## src/rtl/dmem_pkg.sv

```systemverilog
// Shared types and constants for the M-stage data-memory interface controller.
package dmem_pkg;

   typedef enum logic [1:0] {
      IDLE = 2'd0,
      REQ  = 2'd1,
      RESP = 2'd2,
      DONE = 2'd3
   } dmem_state_t;

   localparam int          DMEM_TIMEOUT_DEF = 64;
   localparam logic [31:0] DMEM_WORD_MASK   = 32'hFFFF_FFFC;

   // Counter width able to hold TIMEOUT_CYCLES-1; never narrower than one bit.
   function automatic int dmem_cnt_w(input int n);
      return (n < 2) ? 1 : $clog2(n);
   endfunction

endpackage

```

## src/rtl/dmem_timeout_ctr.sv

```systemverilog
// Response timeout counter: synchronous clear, count enable, terminal count at TIMEOUT_CYCLES-1.
module dmem_timeout_ctr
   import dmem_pkg::*;
#(
   parameter int TIMEOUT_CYCLES = DMEM_TIMEOUT_DEF
) (
   input  logic clk,
   input  logic reset,
   input  logic clr,
   input  logic en,
   output logic tc
);

   localparam int W = dmem_cnt_w(TIMEOUT_CYCLES);

   logic [W-1:0] cnt;

   always_ff @(posedge clk) begin
      if (reset || clr) cnt <= '0;
      else if (en)      cnt <= cnt + 1'b1;
   end

   assign tc = (cnt == W'(TIMEOUT_CYCLES - 1));

endmodule

```

## src/rtl/dmem_if_ctrl.sv

```systemverilog
// M-stage data-memory interface: one outstanding valid/ready request, response wait with timeout,
// and a stall to the hazard unit. Optional DMEM_MISALIGN_CHK_EN rejects unaligned accesses.
module dmem_if_ctrl
   import dmem_pkg::*;
#(
   parameter int ADDR_W         = 32,
   parameter int DATA_W         = 32,
   parameter int TIMEOUT_CYCLES = DMEM_TIMEOUT_DEF
) (
   input  logic              clk,
   input  logic              reset,
   input  logic              MemReadM,
   input  logic              MemWriteM,
   input  logic [31:0]       ALUO_M,
   input  logic [DATA_W-1:0] WriteDataM,
   output logic [DATA_W-1:0] DataR_M,
   output logic              mem_stall,
   output logic              bus_req_valid,
   input  logic              bus_req_ready,
   output logic              bus_we,
   output logic [ADDR_W-1:0] bus_addr,
   output logic [DATA_W-1:0] bus_wdata,
   input  logic              bus_rsp_valid,
   input  logic [DATA_W-1:0] bus_rdata,
   output logic              bus_err
`ifdef DMEM_MISALIGN_CHK_EN
   ,
   output logic              misalign_err
`endif
);

   dmem_state_t state, state_nxt;
   logic        mem_req, misalign, tmo_tc;

   assign mem_req = MemReadM | MemWriteM;

`ifdef DMEM_MISALIGN_CHK_EN
   assign misalign = (ALUO_M[1:0] != 2'b00);
`else
   // Low address bits are dropped by the word mask; keep them visibly unused.
   logic addr_lo_unused;
   assign addr_lo_unused = ^ALUO_M[1:0];
   assign misalign       = 1'b0;
`endif

   dmem_timeout_ctr #(.TIMEOUT_CYCLES(TIMEOUT_CYCLES)) u_tmo (
      .clk   (clk),
      .reset (reset),
      .clr   (state == REQ && bus_req_ready),
      .en    (state == RESP),
      .tc    (tmo_tc)
   );

   always_ff @(posedge clk) begin
      if (reset) state <= IDLE;
      else       state <= state_nxt;
   end

   always_comb begin
      state_nxt = state;
      case (state)
         IDLE: if (mem_req)                  state_nxt = misalign ? DONE : REQ;
         REQ:  if (bus_req_ready)            state_nxt = RESP;
         RESP: if (bus_rsp_valid || tmo_tc)  state_nxt = DONE;
         DONE:                               state_nxt = IDLE;
         default:                            state_nxt = IDLE;
      endcase
   end

   always_comb begin
      mem_stall     = (state == IDLE && mem_req) || state == REQ || state == RESP;
      bus_req_valid = (state == REQ);
   end

   // Request registers are captured once in IDLE and held untouched until the next request.
   always_ff @(posedge clk) begin
      if (reset) begin
         DataR_M      <= '0;
         bus_we       <= 1'b0;
         bus_addr     <= '0;
         bus_wdata    <= '0;
         bus_err      <= 1'b0;
`ifdef DMEM_MISALIGN_CHK_EN
         misalign_err <= 1'b0;
`endif
      end else begin
         bus_err      <= 1'b0;
`ifdef DMEM_MISALIGN_CHK_EN
         misalign_err <= 1'b0;
`endif
         case (state)
            IDLE: if (mem_req) begin
               bus_addr  <= ADDR_W'(ALUO_M & DMEM_WORD_MASK);
               bus_we    <= MemWriteM;
               bus_wdata <= WriteDataM;
`ifdef DMEM_MISALIGN_CHK_EN
               if (misalign) begin
                  DataR_M      <= '0;
                  misalign_err <= 1'b1;
               end
`endif
            end
            // A response in the terminal-count cycle still completes without error.
            RESP: if (bus_rsp_valid) begin
               if (!bus_we) DataR_M <= bus_rdata;
            end else if (tmo_tc) begin
               DataR_M <= '0;
               bus_err <= 1'b1;
            end
            default: ;
         endcase
      end
   end

endmodule

```

## config.mk

```make
export PLATFORM = sky130hd
export DESIGN_NAME = dmem_if_ctrl
export DESIGN_NICKNAME = d
export VERILOG_FILES = /design/src/rtl/dmem_pkg.sv /design/src/rtl/dmem_timeout_ctr.sv /design/src/rtl/dmem_if_ctrl.sv
export SDC_FILE = /design/constraint.sdc
export NUM_CORES = 1
export LEC_CHECK = 0
export ABC_AREA = 0
export CAP_MARGIN = 15
export CORE_ASPECT_RATIO = 1.2
export CORE_MARGIN = 2
export CORE_UTILIZATION = 39
export DETAILED_ROUTE_END_ITERATION = 8
export HOLD_SLACK_MARGIN = 0.05
export PLACE_DENSITY = 0.81
export SKIP_LAST_GASP = 1
export SYNTH_ARGS = -nofsm -noshare
export SYNTH_HDL_FRONTEND = slang
export SYNTH_SLANG_ARGS = --single-unit
```

## constraint.sdc

```tcl
create_clock -name clk -period 2.15 [get_ports clk]
set_input_delay 0.5375 -clock clk [delete_from_list [all_inputs] [get_ports clk]]
set_output_delay 0.5375 -clock clk [all_outputs]
set_load 0.01 [all_outputs]
```

# Word level (Yosys, flattened, before mapping)
# Cells that the tools add are included.
[classes]
n_addsub = 1
mul = 0
n_div = 0
n_lt_le_gt_ge = 0
n_eq_ne = 8
shift = 0
n_mux = 8
bitwise_logic = 2
reduce_logical = 12
[ops]
columns = ["cell", "count"]
rows = [
  ["32-bit 2-to-1 mux", 3],
  ["2-bit one-hot mux with 4 select lines", 1],
  ["6-bit by 1-bit adder with 6-bit output (second input constant)", 1],
  ["6-bit equality test (second input constant)", 1],
  ["2-bit 2-to-1 mux", 3],
  ["2-bit inequality test (second input constant)", 3],
  ["3-bit AND reduction", 2],
  ["2-bit equality test (second input constant)", 2],
  ["1-bit logical OR", 4],
  ["3-bit OR reduction", 1],
  ["2-bit by 1-bit equality test with 1-bit output (second input constant)", 1],
  ["1-bit logical AND", 2],
  ["2-bit zero test", 1],
  ["2-bit by 1-bit inequality test with 1-bit output (second input constant)", 1],
  ["2-bit AND reduction", 1],
  ["2-bit nonzero test", 1],
  ["1-bit 2-to-1 mux", 1],
  ["1-bit inverter", 1],
  ["1-bit OR", 1],
]
[totals]
register_bits = 104
latchBits = 0
ram_bits = 0
mem_bits_ro = 0
input_bits = 102
out_inout_bits = 100
elab_cells = 38
n_memories = 0

# Longest topological paths before layout
[depth]
depth_word = 4
ltp_mapped = 7
ltp_nobuf = 6

# By module
# From an unflattened synthesis, not the netlist that was laid out.
[hier_totals]
hier_cells = 437
area_unflattened_um2 = 3774.9
[by_module_without_submodules]
columns = ["mod", "instances", "cells_per_inst", "area_each_um2", "seq_area_each_um2"]
rows = [
  ["dmem_if_ctrl", 1, 408, 3513.4, 1961.9],
  ["dmem_timeout_ctr", 1, 29, 261.5, 120.1],
]

# Worst setup path after synthesis
# Ideal clock, no wire load.
[synth_timing]
path_type = "reg2out"
start = "reg state[0]"
end = "out mem_stall"
t_arrival_ns = 1.221
t_required_ns = 1.612
slack_ns = 0.392
path_stages_with_launch = 6
path_buffers = 1
path_cell_list = "dfxtp_1 > inv_1 > ha_1 > o21a_1 > clkbuf_1 > or3_1"
[synth_via]
elab_chain_cells = 4
word_cells_on_any_way = 6
classes_between = "2 x eq/ne; 4 x reduce/logical"
[synth_lines]
columns = ["item", "line_no", "source"]
rows = [
  ["from (decl)", "dmem_if_ctrl.sv:32", "dmem_state_t state, state_nxt;"],
  ["from (signal assigned)", "dmem_if_ctrl.sv:56", "else state <= state_nxt;"],
  ["2-bit zero test", "dmem_if_ctrl.sv:71", "mem_stall = (state == IDLE && mem_req) || state == REQ || state == RESP;"],
  ["1-bit logical AND", "dmem_if_ctrl.sv:71", ""],
  ["1-bit logical OR", "dmem_if_ctrl.sv:71", ""],
  ["1-bit logical OR (*)", "dmem_if_ctrl.sv:71", ""],
  ["to (decl)", "dmem_if_ctrl.sv:17", "output logic mem_stall,"],
]
# Mark *: on every way between the ends. The rest lies on a longest branch, timed or not.

# Worst setup path after layout
# Same ends and word-level chain as after synthesis.

==> results.tsv <==
stage	metric	value	unit
critical_path	crit path capture type	primary output	
layout	share of cells above drive strength 1	10.42	%
synth	cells after synthesis	400	
cts	Clock Path Buffers	2	
layout	area grow syn2layout	62.78	%
synth	EDFF count, synth	0	
routing	DRC Markers	0	
timing	Final Setup Violations	0	
pwr	Cell Int Power	0.004112	W
timing	fmax	0.4846	GHz
synth	Mapped Area	3691	um2
critical_path	CP startpoint	state[0]	
pwr	PwrDens	1015	nW/um2
cts	CTS buffer count	9	
global_route	gr usage total	19.70	%
layout	Util after Layout	65.82	%
floorplanning	Row Count	38	
routing	WL final	10060	um
floorplanning	Die Height	110.6	um
timing	unrepaired setup endpoints after global routing	false	
timing	period utilization	95.99	%
layout	most common cell after layout, fill and taps aside	clkdlybuf4s50_1	
synth	Syn Area/Cell	9.228	um2
synth	Most used DFF post-synth	dfxtp_1	
global_route	initial antenna violation count	0	
floorplanning	Initial Util	40.43	%
layout	Final nets	696	
floorplanning	io pins	202	
cts	Sink Count	104	
placed_design	Post-DP HPWL	7276	um
status	outcome	finished, final reports clean	
global_route	largest net degree at the start of global routing	63	
timing	Final Hold Fails	0	
layout	diode count	0	
placed_design	pre-CTS setup slack	-0.4118	ns
synth	synth unique cells	33	
timing	min cycle time layout	2.064	ns
layout	most frequent cells in the layout	clkdlybuf4s50_1, nand2_1, dfxtp_1	
critical_path	crit-path max FO	3	
pwr	LEAKAGE	2.306	nW
global_route	vias in the first global route	3509	
placed_design	I/O Buffers	197	
critical_path	WP data required	1.61	ns
synth	Synth async-reset ratio	0	%
synth	Seq cells post-synth	104	
cts	clock slew seen by the registers of the worst setup and hold paths	0.09	ns
flow_run	max cap viols	0	
critical_path	critical path type	flop to primary output	
worst_hold_path	HP Start	bus_addr[20]	
critical_path	worst r2r src	state[0]	
global_route	global-route wire length before repair	16330	um
floorplanning	Die Wd	92.81	um
placed_design	routability cong.	0.7862	
cts	H-tree depth	3	
global_route	total gr overflow	0	
cts	Skew-Pair Late Insertion Delay	0.36	ns
timing	relative slew slack	57.11	%
routing	routed via count	3482	
pwr	share of power burned in registers	40.0	%
synth	Syn. warnings	0	
cts	Hold-fix buffers, CTS	0	
routing	TritonRoute pass-1 iters	5	
cts	CTS tree	yes	
routing	vias per inst	4.870	
critical_path	startpoint types	flop	
pwr	sw frac	32.57	%
routing	ANT nets after route	0	
timing	fin. max-slew vios	0	
cts	CTS root buf	clkbuf_8	
pwr	NetSw	0.001986	W
pwr	clock network power share	21.6	%
floorplanning	die area	10260	um2
layout	filler cell count	735	
timing	Final WS setup	0.08632	ns
floorplanning	core box area	9129	um2
timing	clk_skew	0.009734	ns
pwr	Comb pwr share	38.4	%
routing	WL per Instance	14.07	um
timing	actual slew at the worst max-slew pin	0.6434	ns
worst_hold_path	Hold WC Path Type	flop to flop	
routing	Starting DRT DRC Count	196	
pwr	Max VDD drop	0.6311	mV
synth	sequential cell area fraction in the yosys report	56.41	%
cts	setup bufs post-CTS	0	
critical_path	crit path DAT	1.53	ns
==> final timing paths <==
path                        to  slack [ns]  cells after the start
setup / recovery     mem_stall        0.09                      5
hold / removal    bus_addr[20]        0.46                      2
setup reg to reg  bus_addr[15]        0.53                      6
hold reg to reg   bus_addr[20]        0.46                      2
==> cells in the mapped netlist, types with 2 or more instances <==
library cell	instances	area, um2
ha_1	4	50.05
nand4_1	2	12.51
a22o_1	6	52.55
nor2_1	6	22.52
nand2_1	129	484.2
nand2b_1	2	12.51
dfxtp_1	104	2082
a21oi_1	64	320.3
mux2i_1	2	20.02
clkbuf_1	8	30.03
xor2_1	3	26.28
buf_6	6	67.56
buf_2	14	70.07
or3_1	2	12.51
buf_4	2	15.01
a22o_2	26	260.3
inv_1	3	11.26
o21a_1	2	15.01
==> worst max-delay path, stage by stage, from the launching register on <==
cell and delay (ns):
dfxtp_2 0.35, inv_1 0.06, ha_2 0.18, o21a_2 0.12, or3_1 0.32, buf_6 0.14
==> power groups by stage <==
stage | registers (W) | logic (W) | clock network [W]
global route | 0.00249 | 0.00256 | 0.00145
finish | 0.00244 | 0.00234 | 0.00132
CTS | 0.00244 | 0.00238 | 0.00136
floorplan | 0.00261 | 0.00104 | 0
global placement | 0.00246 | 0.00232 | 0
detailed placement | 0.00248 | 0.00236 | 0
==> sequential cells by signal, indices dropped and copies added (netlist names) <==
name and count:
bus_addr 30, bus_err 1, bus_we 1, bus_wdata 32
u_tmo.cnt 6, state 2, DataR_M 32
==> per-layer routing <==
| layer | vias up | GRT usage [%] | wire length [um] |
|---|---|---|---|
| met5 | - | 0 | 0 |
| li1 | 1713 | - | - |
| met2 | 120 | 34.69 | 5186 |
| met4 | 0 | 7.353 | 231 |
| met3 | 17 | 6.276 | 693 |
| met1 | 1632 | 21.86 | 3950 |
==> per-stage QoR <==
step | std cells | hold WS [ns] | power, W | area [um2] | setup TNS [ns]
final | 715 | 0.4563 | 0.006098 | 6008 | 0
after global routing | 715 | 0.4791 | 0.006498 | 6008 | 0
after CTS | 715 | 0.4579 | 0.006181 | 6002 | 0
after global placement | 699 | 0.4414 | 0.004776 | 5783 | -0.4030
after floorplan | 401 | 0.4658 | 0.003658 | 3695 | 0
after detailed placement | 699 | 0.4462 | 0.004840 | 5783 | -0.4118
==> cell type report <==
type / instances / area [um2] / share of cell area [%]
well taps: 120 / 150.1 / 2.499
flip-flops and latches: 104 / 2085 / 34.69
multi-input cells: 264 / 1443 / 24.01
repair buffers: 208 / 2101 / 34.96
clock inverters: 6 / 91.34 / 1.520
inverters: 3 / 11.26 / 0.1874
clock buffers: 10 / 127.6 / 2.124
==> kinds of logic (layout without fill, tap and decap cells) <==
group | count (synthesis) | after routing | share of synthesized area, %
AO/OA/AOI/OAI | 104 | 104 | 19.12
XOR/XNOR | 4 | 4 | 0.9493
adder cells (fa/ha/maj) | 4 | 4 | 1.356
buffers and inverters | 33 | 227 | 5.254
flip-flops | 104 | 104 | 56.41
multiplexers | 2 | 2 | 0.5424
other | 1 | 2 | 0.1016
AND/OR/NAND/NOR | 148 | 148 | 16.27
==> timing repair <==
| item | 4_1_cts | 5_1_grt |
|---|---|---|
| resized for setup | 9 | 3 |
| endpoints found under the hold margin | 0 | 0 |
| setup endpoints to repair | 1 | 2 |
| pin swaps | 0 | 0 |
(Power assumes the default switching activity.)
